$ cat src/rtl/ir_pkg.sv
// NEC infrared protocol constants and FSM state encoding shared by the IR transmitter and receiver.
// Latency: n/a (package only).
// Backpressure: n/a.
//
// Contents:
//   NEC_*     timing defaults in 50 MHz clock cycles
//   IR_*      counter widths and frame size
//   ir_state_t  frame sequencer states
//   nec_frame   builds the 32-bit on-air word from address and command
//   is_mark     true for states where the envelope is low
package ir_pkg;

  localparam int NEC_CLK_HZ       = 50_000_000;
  localparam int NEC_LEAD_MARK    = 450_000;   // 9 ms
  localparam int NEC_LEAD_SPACE   = 225_000;   // 4.5 ms
  localparam int NEC_BIT_MARK     = 28_000;    // 560 us
  localparam int NEC_SPACE0       = 28_000;    // 560 us
  localparam int NEC_SPACE1       = 84_500;    // 1.69 ms
  localparam int NEC_GAP          = 2_000_000; // 40 ms
  localparam int NEC_CARRIER_HALF = 658;       // ~38 kHz carrier

  localparam int IR_DUR_W       = 21;  // duration counter, holds up to NEC_GAP
  localparam int IR_BIT_W       = 6;   // bit counter, counts 0..32
  localparam int NEC_FRAME_BITS = 32;

  typedef enum logic [2:0] {
    IDLE   = 3'd0,
    LEAD_M = 3'd1,
    LEAD_S = 3'd2,
    BIT_M  = 3'd3,
    BIT_S  = 3'd4,
    STOP_M = 3'd5,
    GAP_W  = 3'd6
  } ir_state_t;

  // On-air word: address in the low half, then command, then its complement.
  function automatic logic [NEC_FRAME_BITS-1:0] nec_frame(input logic [15:0] addr,
                                                          input logic [7:0]  cmd);
    return {~cmd, cmd, addr};
  endfunction

  function automatic logic is_mark(input ir_state_t s);
    return (s == LEAD_M) || (s == BIT_M) || (s == STOP_M);
  endfunction

endpackage

$ cat src/rtl/ir_carrier_gen.sv
// Square-wave carrier gated by the mark envelope, driving the IR emitter.
// Latency: carrier_mod follows enable combinationally; the first half-period is high.
// Backpressure: none; free-running while enable is high.
//
// Ports:
//   iCLK, iRST   clock and asynchronous active-high reset
//   enable       high during a mark
//   carrier_mod  carrier output, forced low while enable is low
module ir_carrier_gen #(
  parameter int HALF = 658
) (
  input  logic iCLK,
  input  logic iRST,
  input  logic enable,
  output logic carrier_mod
);

  localparam int CW = (HALF > 1) ? $clog2(HALF) : 1;

  logic [CW-1:0] half_cnt;
  logic          carrier;

  // While disabled the phase is parked high so every mark starts on a
  // rising carrier edge.
  always_ff @(posedge iCLK or posedge iRST) begin
    if (iRST) begin
      half_cnt <= '0;
      carrier  <= 1'b1;
    end else if (!enable) begin
      half_cnt <= '0;
      carrier  <= 1'b1;
    end else if (half_cnt == CW'(HALF - 1)) begin
      half_cnt <= '0;
      carrier  <= ~carrier;
    end else begin
      half_cnt <= half_cnt + 1'b1;
    end
  end

  assign carrier_mod = enable & carrier;

endmodule

$ cat src/rtl/ir_transmit.sv
// NEC infrared frame transmitter: leader, 32 data bits LSB first, stop mark, inter-frame gap.
// Latency: oIRDA falls on the first rising edge after iSTART is sampled high in IDLE.
// Backpressure: iSTART is ignored while oBUSY=1; a held iSTART restarts right after oDONE.
//
// Ports:
//   iCLK, iRST      clock and asynchronous active-high reset
//   iSTART          frame request, level-sampled in IDLE
//   iADDR, iCMD     address and command, latched when the frame starts
//   oIRDA           envelope, low = mark, idle high
//   oIRDA_MOD       carrier-modulated emitter drive, high = on
//   oBUSY           frame in progress (any state but IDLE)
//   oDONE           one-cycle pulse after the inter-frame gap
module ir_transmit
  import ir_pkg::*;
#(
  parameter int CLK_HZ       = NEC_CLK_HZ,
  parameter int LEAD_MARK    = NEC_LEAD_MARK,
  parameter int LEAD_SPACE   = NEC_LEAD_SPACE,
  parameter int BIT_MARK     = NEC_BIT_MARK,
  parameter int SPACE0       = NEC_SPACE0,
  parameter int SPACE1       = NEC_SPACE1,
  parameter int GAP          = NEC_GAP,
  parameter int CARRIER_HALF = NEC_CARRIER_HALF
) (
  input  logic        iCLK,
  input  logic        iRST,
  input  logic        iSTART,
  input  logic [15:0] iADDR,
  input  logic [7:0]  iCMD,
  output logic        oIRDA,
  output logic        oIRDA_MOD,
  output logic        oBUSY,
  output logic        oDONE
);

  localparam int DUR_MAX = (1 << IR_DUR_W) - 1;

  // Every duration must be non-zero and must fit the duration counter.
  if (CLK_HZ <= 0 || CARRIER_HALF <= 0 ||
      LEAD_MARK  <= 0 || LEAD_MARK  > DUR_MAX ||
      LEAD_SPACE <= 0 || LEAD_SPACE > DUR_MAX ||
      BIT_MARK   <= 0 || BIT_MARK   > DUR_MAX ||
      SPACE0     <= 0 || SPACE0     > DUR_MAX ||
      SPACE1     <= 0 || SPACE1     > DUR_MAX ||
      GAP        <= 0 || GAP        > DUR_MAX) begin : g_param_check
    $error("ir_transmit: timing parameter out of range");
  end

  ir_state_t                 state;
  ir_state_t                 nxt;
  logic [IR_DUR_W-1:0]       dur_cnt;
  logic [IR_DUR_W-1:0]       dur_last;
  logic                      dur_end;
  logic [IR_BIT_W-1:0]       bit_cnt;
  logic                      bit_last;
  logic [NEC_FRAME_BITS-1:0] frame;
  logic                      cur_bit;

  logic mark_q;
  logic busy_q;
  logic done_q;
  logic mark_nxt;
  logic busy_nxt;
  logic done_nxt;

  assign cur_bit  = frame[bit_cnt[4:0]];
  assign bit_last = (bit_cnt == IR_BIT_W'(NEC_FRAME_BITS - 1));

  // Terminal count of the current state; the counter starts at 0 on entry
  // so a state lasts exactly dur_last+1 cycles.
  always_comb begin
    dur_last = '0;
    unique case (state)
      LEAD_M:  dur_last = IR_DUR_W'(LEAD_MARK - 1);
      LEAD_S:  dur_last = IR_DUR_W'(LEAD_SPACE - 1);
      BIT_M:   dur_last = IR_DUR_W'(BIT_MARK - 1);
      BIT_S:   dur_last = cur_bit ? IR_DUR_W'(SPACE1 - 1) : IR_DUR_W'(SPACE0 - 1);
      STOP_M:  dur_last = IR_DUR_W'(BIT_MARK - 1);
      GAP_W:   dur_last = IR_DUR_W'(GAP - 1);
      default: dur_last = '0;
    endcase
  end

  assign dur_end = (dur_cnt == dur_last);

  // Next state and the next values of the registered outputs.
  always_comb begin
    nxt = state;
    unique case (state)
      IDLE:    if (iSTART)  nxt = LEAD_M;
      LEAD_M:  if (dur_end) nxt = LEAD_S;
      LEAD_S:  if (dur_end) nxt = BIT_M;
      BIT_M:   if (dur_end) nxt = BIT_S;
      BIT_S:   if (dur_end) nxt = bit_last ? STOP_M : BIT_M;
      STOP_M:  if (dur_end) nxt = GAP_W;
      GAP_W:   if (dur_end) nxt = IDLE;
      default: nxt = IDLE;
    endcase

    mark_nxt = is_mark(nxt);
    busy_nxt = (nxt != IDLE);
    done_nxt = (state == GAP_W) && (nxt == IDLE);
  end

  always_ff @(posedge iCLK or posedge iRST) begin
    if (iRST) begin
      state <= IDLE;
    end else begin
      state <= nxt;
    end
  end

  // Every transition changes state, so a state change is the reload point.
  // The counter is parked at 0 in IDLE so it never free-runs.
  always_ff @(posedge iCLK or posedge iRST) begin
    if (iRST) begin
      dur_cnt <= '0;
    end else if (state == IDLE || nxt != state) begin
      dur_cnt <= '0;
    end else begin
      dur_cnt <= dur_cnt + 1'b1;
    end
  end

  always_ff @(posedge iCLK or posedge iRST) begin
    if (iRST) begin
      bit_cnt <= '0;
      frame   <= '0;
    end else if (state == IDLE && iSTART) begin
      bit_cnt <= '0;
      frame   <= nec_frame(iADDR, iCMD);
    end else if (state == BIT_S && dur_end) begin
      bit_cnt <= bit_cnt + 1'b1;
    end
  end

  // Outputs registered from the next state: same timing as a state decode
  // but glitch-free on the LED driver.
  always_ff @(posedge iCLK or posedge iRST) begin
    if (iRST) begin
      mark_q <= 1'b0;
      busy_q <= 1'b0;
      done_q <= 1'b0;
    end else begin
      mark_q <= mark_nxt;
      busy_q <= busy_nxt;
      done_q <= done_nxt;
    end
  end

  assign oIRDA = ~mark_q;
  assign oBUSY = busy_q;
  assign oDONE = done_q;

  ir_carrier_gen #(
    .HALF (CARRIER_HALF)
  ) u_carrier (
    .iCLK        (iCLK),
    .iRST        (iRST),
    .enable      (mark_q),
    .carrier_mod (oIRDA_MOD)
  );

endmodule
$ cat config.mk
export PLATFORM = sky130hd
export DESIGN_NAME = ir_transmit
export DESIGN_NICKNAME = d
export VERILOG_FILES = /design/src/rtl/ir_pkg.sv /design/src/rtl/ir_carrier_gen.sv /design/src/rtl/ir_transmit.sv
export SDC_FILE = /design/constraint.sdc
export NUM_CORES = 1
export LEC_CHECK = 0
export BUFFER_PORTS_ARGS = -buffer_cell sky130_fd_sc_hd__clkbuf_2
export CAP_MARGIN = 10
export CORE_MARGIN = 2
export CORE_UTILIZATION = 30
export DETAILED_ROUTE_END_ITERATION = 12
export PLACE_DENSITY = 0.5
export SYNTH_ARGS = -nofsm -noshare
export SYNTH_HDL_FRONTEND = slang
export SYNTH_SLANG_ARGS = --single-unit
$ cat constraint.sdc
create_clock -name iCLK -period 2.9 [get_ports iCLK]
set_input_delay 0.145 -clock iCLK [delete_from_list [all_inputs] [get_ports iCLK]]
set_output_delay 0.145 -clock iCLK [all_outputs]
set_load 0.01 [all_outputs]
==> flow_summary.yaml, run 1 <==
floorplan:
  start_util_pct: 30.6
  core_mm2: 0.0139
  die_h_um: 123
  io-pin-count: 31
  rows: 43
  fp.dieW_um: 123
  dieArea_mm2: 0.0151
synthesis:
  synth-seq-cells: 76
  ys_types: 66
  synth_commonest_cells: "107 x nand2_1, 75 x dfrtp_1, 62 x nor2_1"
  synth_top_cell_by_area: "dfrtp_1"
  synthesis.nets: 517
  synth_seq_area_share_pct: 44.8
  netlist_instances: 486
  synth-main-ff-cell: "dfrtp_1"
  syn-cell-area_mm2: 0.00425
  synth-edff-count: 0
  synth_most_common_cell: "nand2_1"
  synth_area_leaders: "dfrtp_1 44%, nand2_1 9.4%, nor2_1 5.5%, mux2i_1 4.2%, xnor2_1 3.1%"
  yosys_warnings: 0
  async_flop_share_pct: 100
  yosysTopAreaCellShare_pct: 44.1
  avgSynthCellArea_um2: 8.75
drt:
  num_vias: 3560
  routed_via_density: 4.86
  drtAntennaViolNets: 0
  firstDrtPassIters: 4
  routedWlPerCell_um: 13.6
  drc_errors: 0
  wl_um: 9980
  first_iter_violations: 224
job:
  maxCapViolations: 0
cells_and_area:
  antennaDiodeCount: 0
  nFillCells: 1455
  nets: 580
  syn_to_final_growth_pct: 23.5
  postLayoutCoreUtil_pct: 37.8
  final_layout_size_suffix_gt1_share_pct: 18.1
grt:
  antenna_found_initial: 0
  overflow: 0
  grt_pass1_vias: 3450
  grt_pass1_wl_um: 17100
  grt_max_degree: 31
  grtUsageTotal_pct: 14.4
pwr:
  clkPwrFrac_pct: 37.5
  irDropWorstVdd_v: 0.000264
  p_seq_share_pct: 45.0
  p_int_mw: 2.19
  p_total_mw: 3.05
  p_per_area_mw_per_mm2: 580
  power_frac_comb_pct: 17.5
  p_leak_nw: 2.42
  p_switching_mw: 0.860
  power.share.switching_pct: 28.2
place:
  gp_congestion: 0.796
  port_buffers: 30
  dp_hpwl_um: 7220
clock_network:
  clockBufferDepth: 2
  htree_levels: 3
  clk-insertion-delay-late_ns: 0.34
  cts_buffers: 9
  clock-sinks: 76
  clk_pin_slew_ns: 0.06
  root_buffer: "clkbuf_16"
  cts_tree: "yes"
sta:
  setup_viol: 0
  fin_crit_sh_pct: 93.0
  finalHoldViolCount: 0
  worst_slew_pin_slew_ns: 0.651
  setup-tns-final_ns: 0
  fin_skew_ns: 0.00980
  slew_headroom_pct: 56.5
  drv_slew: 0
  fmax_mhz: 371
  rsz0062_at_grt: "no"
  min_period_ns: 2.70
setup_path:
  r2r_start: "state[0]"
  r2r-end: "bit_cnt[5]"
  endpoint_kind: "flip-flop"
  worstSetupPathType: "reg2reg"
  cp-start-kind: "flip-flop"
  crit_fanout: 12
  rr_worst_depth: 10
  crit_arrival_ns: 2.97
  reg2reg_slack_ns: 0.20
  critPathRequiredTime_ns: 3.17
min_path:
  hold_depth: 3
  whs_endpoint: "frame[2]"
  holdCritStartpoint: "iADDR[2]"
  hold_path.class: "in2reg"
status:
  status: "complete, no violations"
per-layer routing:
metal,track usage [%],wire [um],vias to the layer above
li1,-,-,1788
met1,20.4,4980,1707
met2,21.8,4520,57
met3,3.51,375,8
met4,4.55,109,0
met5,0,0,-
cells by family after synthesis:
logic type      count (synthesis)  share of synthesized area [%]
compound gates                 67                           11.4
flops                          76                           44.8
buf+inv                        40                           4.59
fa+ha+maj                       5                           1.44
xor+xnor                       29                           5.97
mux                            19                           4.77
simple gates                  250                           27.1
layout by cell type (no fill, tap or decap), types with 5 or more instances in the layout:
cell type      netlist  routed
buf_4                3      33
xnor2_1             15      15
dfrtp_2              0       6
a21oi_1             16      16
nor3_1               6       6
inv_1               11      10
nand4_1              8       8
nor2_1              62      62
nand3_1             18      18
o21ai_0              5       5
o211ai_1             6       6
mux2i_1             18      18
nor2b_1              6       6
nand2_1            107     107
and2_1               5       5
and3_1              11      11
dfrtp_1             75      69
dlygate4sd3_1        0      16
clkbuf_2             0      30
xor2_1              14      14
clkbuf_16            0       9
area by class of cell:
type | instances | area, um^2 | area share, %
clock inverters | 3 | 46.3 | 0.882
clock buffers | 12 | 256 | 4.89
well taps | 180 | 225 | 4.29
multi-input cells | 370 | 2180 | 41.5
inverters | 11 | 41.3 | 0.786
flip-flops and latches | 76 | 1910 | 36.4
repair buffers | 81 | 589 | 11.2
critical path, stage by stage, from the launching register on:
cell      delay (ns)
dfrtp_2         0.50
and2b_1         0.32
a21o_1          0.11
a222oi_1        0.08
o32a_1          0.30
nor4_1          0.18
buf_4           0.15
o311a_1         0.21
nand4_4         0.19
or4_1           0.51
nand2_1         0.08
power by group through the flow:
stage,logic [mW],registers (mW),clock network (mW)
floorplan,0.419,1.33,0
global placement,0.506,1.39,0
detailed placement,0.517,1.39,0
CTS,0.539,1.37,1.17
global route,0.610,1.40,1.22
finish,0.532,1.37,1.14
through the flow:
stage	worst slack (ns)	instances	hold slack, ns	cell area (um^2)
finish	0.203	733	0.00324	5250
global route	0.0232	733	0.0111	5250
CTS	0.0499	731	0.00401	5200
detailed placement	0.0242	700	0.283	4730
global placement	0.0666	700	0.266	4730
floorplan	0.510	486	0.230	4250
state kept, by name, summed over array words and instances, names as in the netlist:
name                count
oDONE                   1
mark_q                  1
frame                  32
bit_cnt                 6
dur_cnt                21
oBUSY                   1
u_carrier.carrier       1
state                   3
u_carrier.half_cnt     10
how the worst max path moves through the flow:
stage | from | to | slack, ns
6_report | state[0] | bit_cnt[5] | 0.20
5_1_grt | state[0] | mark_q | 0.02
4_1_cts | state[0] | bit_cnt[4] | 0.05
3_5_place_dp | bit_cnt[1] | bit_cnt[4] | 0.02
3_3_place_gp | bit_cnt[1] | bit_cnt[5] | 0.07
2_1_floorplan | bit_cnt[1] | state[1] | 0.51
what timing repair did:
item / CTS / global route
gates resized for setup: 1 / 11
hold endpoints to repair: 42 / 0
pin swaps: 0 / 2
endpoints found under the setup margin: 1 / 17
hold buffers: 16 / 0
buffers inserted: 0 / 2
Note: power is estimated with default switching activity, not from simulation.
==> run 2: changes to the inputs <==
--- a/config.mk
+++ b/config.mk
@@ -10,7 +10,6 @@
 export CORE_MARGIN = 2
 export CORE_UTILIZATION = 30
 export DETAILED_ROUTE_END_ITERATION = 12
-export PLACE_DENSITY = 0.5
 export SYNTH_ARGS = -nofsm -noshare
 export SYNTH_HDL_FRONTEND = slang
 export SYNTH_SLANG_ARGS = --single-unit
==> flow_summary.yaml, run 2 (synthesis gave the netlist of run 1 again) <==
drt:
  routedWlPerCell_um: 13.7
  first_iter_violations: 177
  wl_um: 9890
  num_vias: 3572
  routed_via_density: 4.93
  firstDrtPassIters: 4
  drc_errors: 0
  drtAntennaViolNets: 0
clock_network:
  clockBufferDepth: 2
  root_buffer: "clkbuf_16"
  htree_levels: 3
  cts_buffers: 9
  cts_tree: "yes"
  clk_pin_slew_ns: 0.06
  clock-sinks: 76
  clk-insertion-delay-late_ns: 0.33
cells_and_area:
  fin_area_mm2: 0.00519
  largest_reg_flops: 32
  layout_commonest_cell: "nand2_1"
  largestRegisters: "frame: 32 flops, dur_cnt: 21 flops, u_carrier.half_cnt: 10 flops"
  syn_to_final_growth_pct: 22.1
  antennaDiodeCount: 0
  final_layout_size_suffix_gt1_share_pct: 15.8
  layout_common_cells: "107 x nand2_1, 70 x dfrtp_1, 62 x nor2_1"
  finalNonFillerCells: 724
  top_register: "frame"
  nets: 570
min_path:
  hold_path.class: "in2reg"
  hold_depth: 3
grt:
  grtUsageTotal_pct: 14.2
  grt_max_degree: 43
  grt_pass1_vias: 3537
  overflow: 0
  grt_pass1_wl_um: 17100
  antenna_found_initial: 0
place:
  dp_hpwl_um: 7060
  port_buffers: 30
  placedCellCount: 687
  gp_congestion: 0.878
  place_area_mm2: 0.00466
  pre_cts_slack_ns: 0.0599
sta:
  fin_skew_ns: 0.00377
  worst_slack_ns: 0.137
  setup-tns-final_ns: 0
  slew_headroom_pct: 50.0
  min_period_ns: 2.76
  drv_slew: 0
  worst_slew_pin_slew_ns: 0.749
  finalHoldViolCount: 0
  fin_crit_sh_pct: 95.3
  setup_viol: 0
  fmax_mhz: 362
setup_path:
  reg2reg_slack_ns: 0.14
  crit_fanout: 6
  crit_chain: "buf_12 -> mux2i_1 -> a22o_1 -> nor4_1 -> a31o_4 -> or2_1 -> o311a_1 -> buf_4 -> and4_4 -> maj3_2 -> o21ai_1"
  crit_arrival_ns: 3.02
  endpoint_kind: "flip-flop"
  slowest_delay_ns: 0.44
  worstSetupPathType: "reg2reg"
  critPathRequiredTime_ns: 3.16
  cp-start-kind: "flip-flop"
  cp_slowest_cell: "dfrtp_2"
  rr_worst_depth: 11
floorplan:
  fp.dieW_um: 123
  dieArea_mm2: 0.0151
  start_util_pct: 30.6
  core_mm2: 0.0139
  io-pin-count: 31
  die_h_um: 123
  rows: 43
pwr:
  p_per_area_mw_per_mm2: 581
  irDropWorstVdd_v: 0.000390
  p_total_mw: 3.01
  p_leak_nw: 2.38
job:
  maxCapViolations: 0
status:
  status: "complete, no violations"
[run 2: layer usage]
layer	share of wire [%]	up-vias	track usage (%)
li1	-	1765	-
met1	48	1700	18.6
met2	46	85	22.8
met3	4.5	22	3.32
met4	2.4	0	5.75
met5	0	-	0
[run 2: final cells by class]
class	instances	area, um^2
clock buffer	12	246
clock inverter	4	48.8
fill	1396	8690
inverter	11	41.3
multi-input combinational	370	2170
sequential	76	1910
tap	180	225
timing repair buffer	71	553
[run 2: through the flow]
stage,hold WS [ns],utilization (%)
after floorplan,0.230,-
after global placement,0.306,33.6
after detailed placement,0.329,33.6
after CTS,0.00235,37.0
after global routing,0.0225,37.4
final,0.00954,37.4
[run 2: timing repair]
action,in CTS,in global routing
hold buffers,18,0
gates resized for setup,1,8
setup endpoints to repair,3,32
hold endpoints to repair,50,0
gates cloned,0,0
setup buffers,0,3
pin swaps,0,1
[run 2: critical path: cells and delay by family, from the launching register on]
family | cells | cell delay [ns]
flip-flops | 1 | 0.44
AND/OR/NAND/NOR | 3 | 0.50
adder cells (fa/ha/maj) | 1 | 0.30
multiplexers | 1 | 0.25
AO/OA/AOI/OAI | 4 | 0.91
buffers and inverters | 2 | 0.28
[run 2: power breakdown]
group          internal (mW)  total [mW]  switching [mW]  leakage, nW
clock                  0.688        1.11           0.421        0.147
sequential              1.22        1.38           0.162        0.953
combinational          0.256       0.523           0.267         1.28
[run 2: final timing paths]
| path | to | start |
|---|---|---|
| min in group asynchronous | u_carrier.half_cnt[1] | iRST |
| max | state[1] | bit_cnt[2] |
| max reg2reg | state[1] | bit_cnt[2] |
| min | frame[4] | iADDR[4] |
| min reg2reg | u_carrier.carrier | mark_q |
| max in group asynchronous | bit_cnt[1] | iRST |
==> run 3: changes to the inputs <==
--- a/config.mk
+++ b/config.mk
@@ -5,11 +5,14 @@
 export SDC_FILE = /design/constraint.sdc
 export NUM_CORES = 1
 export LEC_CHECK = 0
+export ABC_AREA = 1
 export BUFFER_PORTS_ARGS = -buffer_cell sky130_fd_sc_hd__clkbuf_2
 export CAP_MARGIN = 10
 export CORE_MARGIN = 2
 export CORE_UTILIZATION = 30
 export DETAILED_ROUTE_END_ITERATION = 12
+export PLACE_DENSITY = 0.43
+export SLEW_MARGIN = 20
 export SYNTH_ARGS = -nofsm -noshare
 export SYNTH_HDL_FRONTEND = slang
 export SYNTH_SLANG_ARGS = --single-unit
==> flow_summary.yaml, run 3 <==
cells_and_area:
  postLayoutCoreUtil_pct: 37.8
  nets: 623
  layout_commonest_cell: "nand2_1"
  largest_reg_flops: 32
  layout_common_cells: "135 x nand2_1, 71 x dfrtp_1, 64 x inv_1"
  antennaDiodeCount: 0
  syn_to_final_growth_pct: 24.1
  nFillCells: 1450
  largestRegisters: "frame: 32 flops, dur_cnt: 21 flops, u_carrier.half_cnt: 10 flops"
  final_layout_size_suffix_gt1_share_pct: 20.8
  top_register: "frame"
status:
  status: "complete, no violations"
sta:
  fin_skew_ns: 0.00618
  slew_headroom_pct: 64.0
  worst_slew_pin_slew_ns: 0.539
  fin_crit_sh_pct: 92.1
  fmax_mhz: 374
  holdWs_ns: 0.0147
  drv_slew: 0
  finalHoldViolCount: 0
  min_period_ns: 2.67
  setup_viol: 0
synthesis:
  synth-seq-cells: 76
  async_flop_share_pct: 100
  synth_commonest_cells: "142 x nand2_1, 75 x dfrtp_1, 65 x inv_1"
  synthesis.nets: 570
  avgSynthCellArea_um2: 7.82
  synth-main-ff-cell: "dfrtp_1"
  yosysTopAreaCellShare_pct: 44.5
  syn-cell-area_mm2: 0.00422
  synth_area_leaders: "dfrtp_1 45%, nand2_1 13%, inv_1 5.8%, nand3_1 5.3%, nor3_2 4.7%"
  netlist_instances: 539
  synth_top_cell_by_area: "dfrtp_1"
  yosys_warnings: 0
  synth_most_common_cell: "nand2_1"
  synth_seq_area_share_pct: 45.1
  ys_types: 37
  synth-edff-count: 0
grt:
  grtUsageTotal_pct: 14.6
  grt_pass1_vias: 3530
  antenna_found_initial: 0
  grt_max_degree: 49
  grt_pass1_wl_um: 17000
  overflow: 0
drt:
  firstDrtPassIters: 4
  drc_errors: 0
  routedWlPerCell_um: 13.3
  routed_via_density: 4.58
  num_vias: 3560
  wl_um: 10300
  drtAntennaViolNets: 0
  first_iter_violations: 182
setup_path:
  cp_top_family: "simple AND/OR/NAND/NOR gates"
  slowest_delay_ns: 0.45
  worstSetupPathType: "reg2reg"
  critPathRequiredTime_ns: 3.16
  crit_buf_inv: 2
  crit_arrival_ns: 2.93
  cp_slowest_cell: "dfrtp_2"
  endpoint_kind: "flip-flop"
  reg2reg_slack_ns: 0.23
  worstSetupStartpoint: "bit_cnt[0]"
  r2r_start: "bit_cnt[0]"
  crit_chain: "buf_2 -> o211ai_1 -> nand3_1 -> nand3_1 -> nand2_2 -> nand3_4 -> nand2_2 -> nand2_1 -> nand2_1 -> nor2_2 -> nand3_4 -> nor2_8 -> nand2_1 -> nand2_1 -> nand2_1 -> nand2_2 -> nand2_4 -> clkbuf_16 -> nor3_2"
  crit_top_cell: "nand2_1"
  cp-start-kind: "flip-flop"
  crit_fanout: 8
floorplan:
  fp.dieW_um: 123
  start_util_pct: 30.5
  dieArea_mm2: 0.0150
  die_h_um: 123
  core_mm2: 0.0138
  rows: 43
  io-pin-count: 31
pwr:
  irDropWorstVdd_v: 0.000320
  p_per_area_mw_per_mm2: 459
  p_leak_nw: 2.48
  p_total_mw: 2.40
clock_network:
  root_buffer: "clkbuf_16"
  htree_levels: 3
  clock-sinks: 76
  cts_tree: "yes"
  cts_buffers: 9
  clk_pin_slew_ns: 0.06
  clockBufferDepth: 2
  clk-insertion-delay-late_ns: 0.34
place:
  dp_hpwl_um: 7100
  gp_congestion: 0.870
  port_buffers: 30
min_path:
  hold_path.class: "in2reg"
  holdCritStartpoint: "iADDR[5]"
job:
  maxCapViolations: 0
-- run 3: final cells by class --
| type | count | area, um^2 | share of cell area (%) |
|---|---|---|---|
| multi-input combinational | 378 | 2040 | 38.9 |
| sequential | 76 | 1910 | 36.5 |
| timing repair buffer | 57 | 452 | 8.64 |
| inverter | 70 | 269 | 5.14 |
| clock buffer | 10 | 229 | 4.38 |
| tap | 180 | 225 | 4.31 |
| clock inverter | 6 | 111 | 2.13 |
-- run 3: stage by stage --
stage	TNS, ns	instances	instance area, um^2	worst slack, ns
global route	-0.00466	777	5230	-0.00171
floorplan	0	539	4220	0.569
detailed placement	0	746	4630	0.142
global placement	0	746	4630	0.156
finish	0	777	5230	0.229
CTS	0	769	5040	0.142
-- run 3: worst min-delay path: stages --
cell	delay (ns)
clkbuf_2	0.07
nand2_1	0.04
o21ai_0	0.06
-- run 3: cell families after synthesis --
| kind of cell | synth area share (%) |
|---|---|
| AO/OA/AOI/OAI | 8.61 |
| XOR/XNOR | 3.53 |
| adder cells (fa/ha/maj) | 1.19 |
| buffers and inverters | 8.43 |
| flip-flops | 45.1 |
| multiplexers | 0.267 |
| AND/OR/NAND/NOR | 32.8 |
-- run 3: path summary, 6_finish.rpt --
| path | depth (start not counted) | endpoint |
|---|---|---|
| worst max-delay path | 19 | dur_cnt[16] |
| worst min-delay path | 3 | frame[5] |
| worst max register to register | 19 | dur_cnt[16] |
| worst min register to register | 2 | frame[15] |
| max in group asynchronous | 4 | bit_cnt[0] |
| min in group asynchronous | 3 | frame[23] |
-- run 3: report_power, final --
group	switching (mW)	internal, mW
registers	0	1.06
logic	0.0284	0.0213
clock network	0.450	0.842
-- run 3: what timing repair did --
action	4_1_cts	5_1_grt
setup buffers	0	4
hold buffers	7	0
gates resized for setup	0	28
hold endpoints to repair	33	0
endpoints found under the setup margin	0	25
-- run 3: routing by layer --
layer / global-route usage [%] / up-vias / wire length, um / share of wire, %
li1: - / 1839 / - / -
met1: 19.2 / 1683 / 5070 / 49
met2: 23.2 / 33 / 4810 / 47
met3: 4.60 / 5 / 305 / 3.0
met4: 3.81 / 0 / 106 / 1.0
met5: 0 / - / 0 / 0
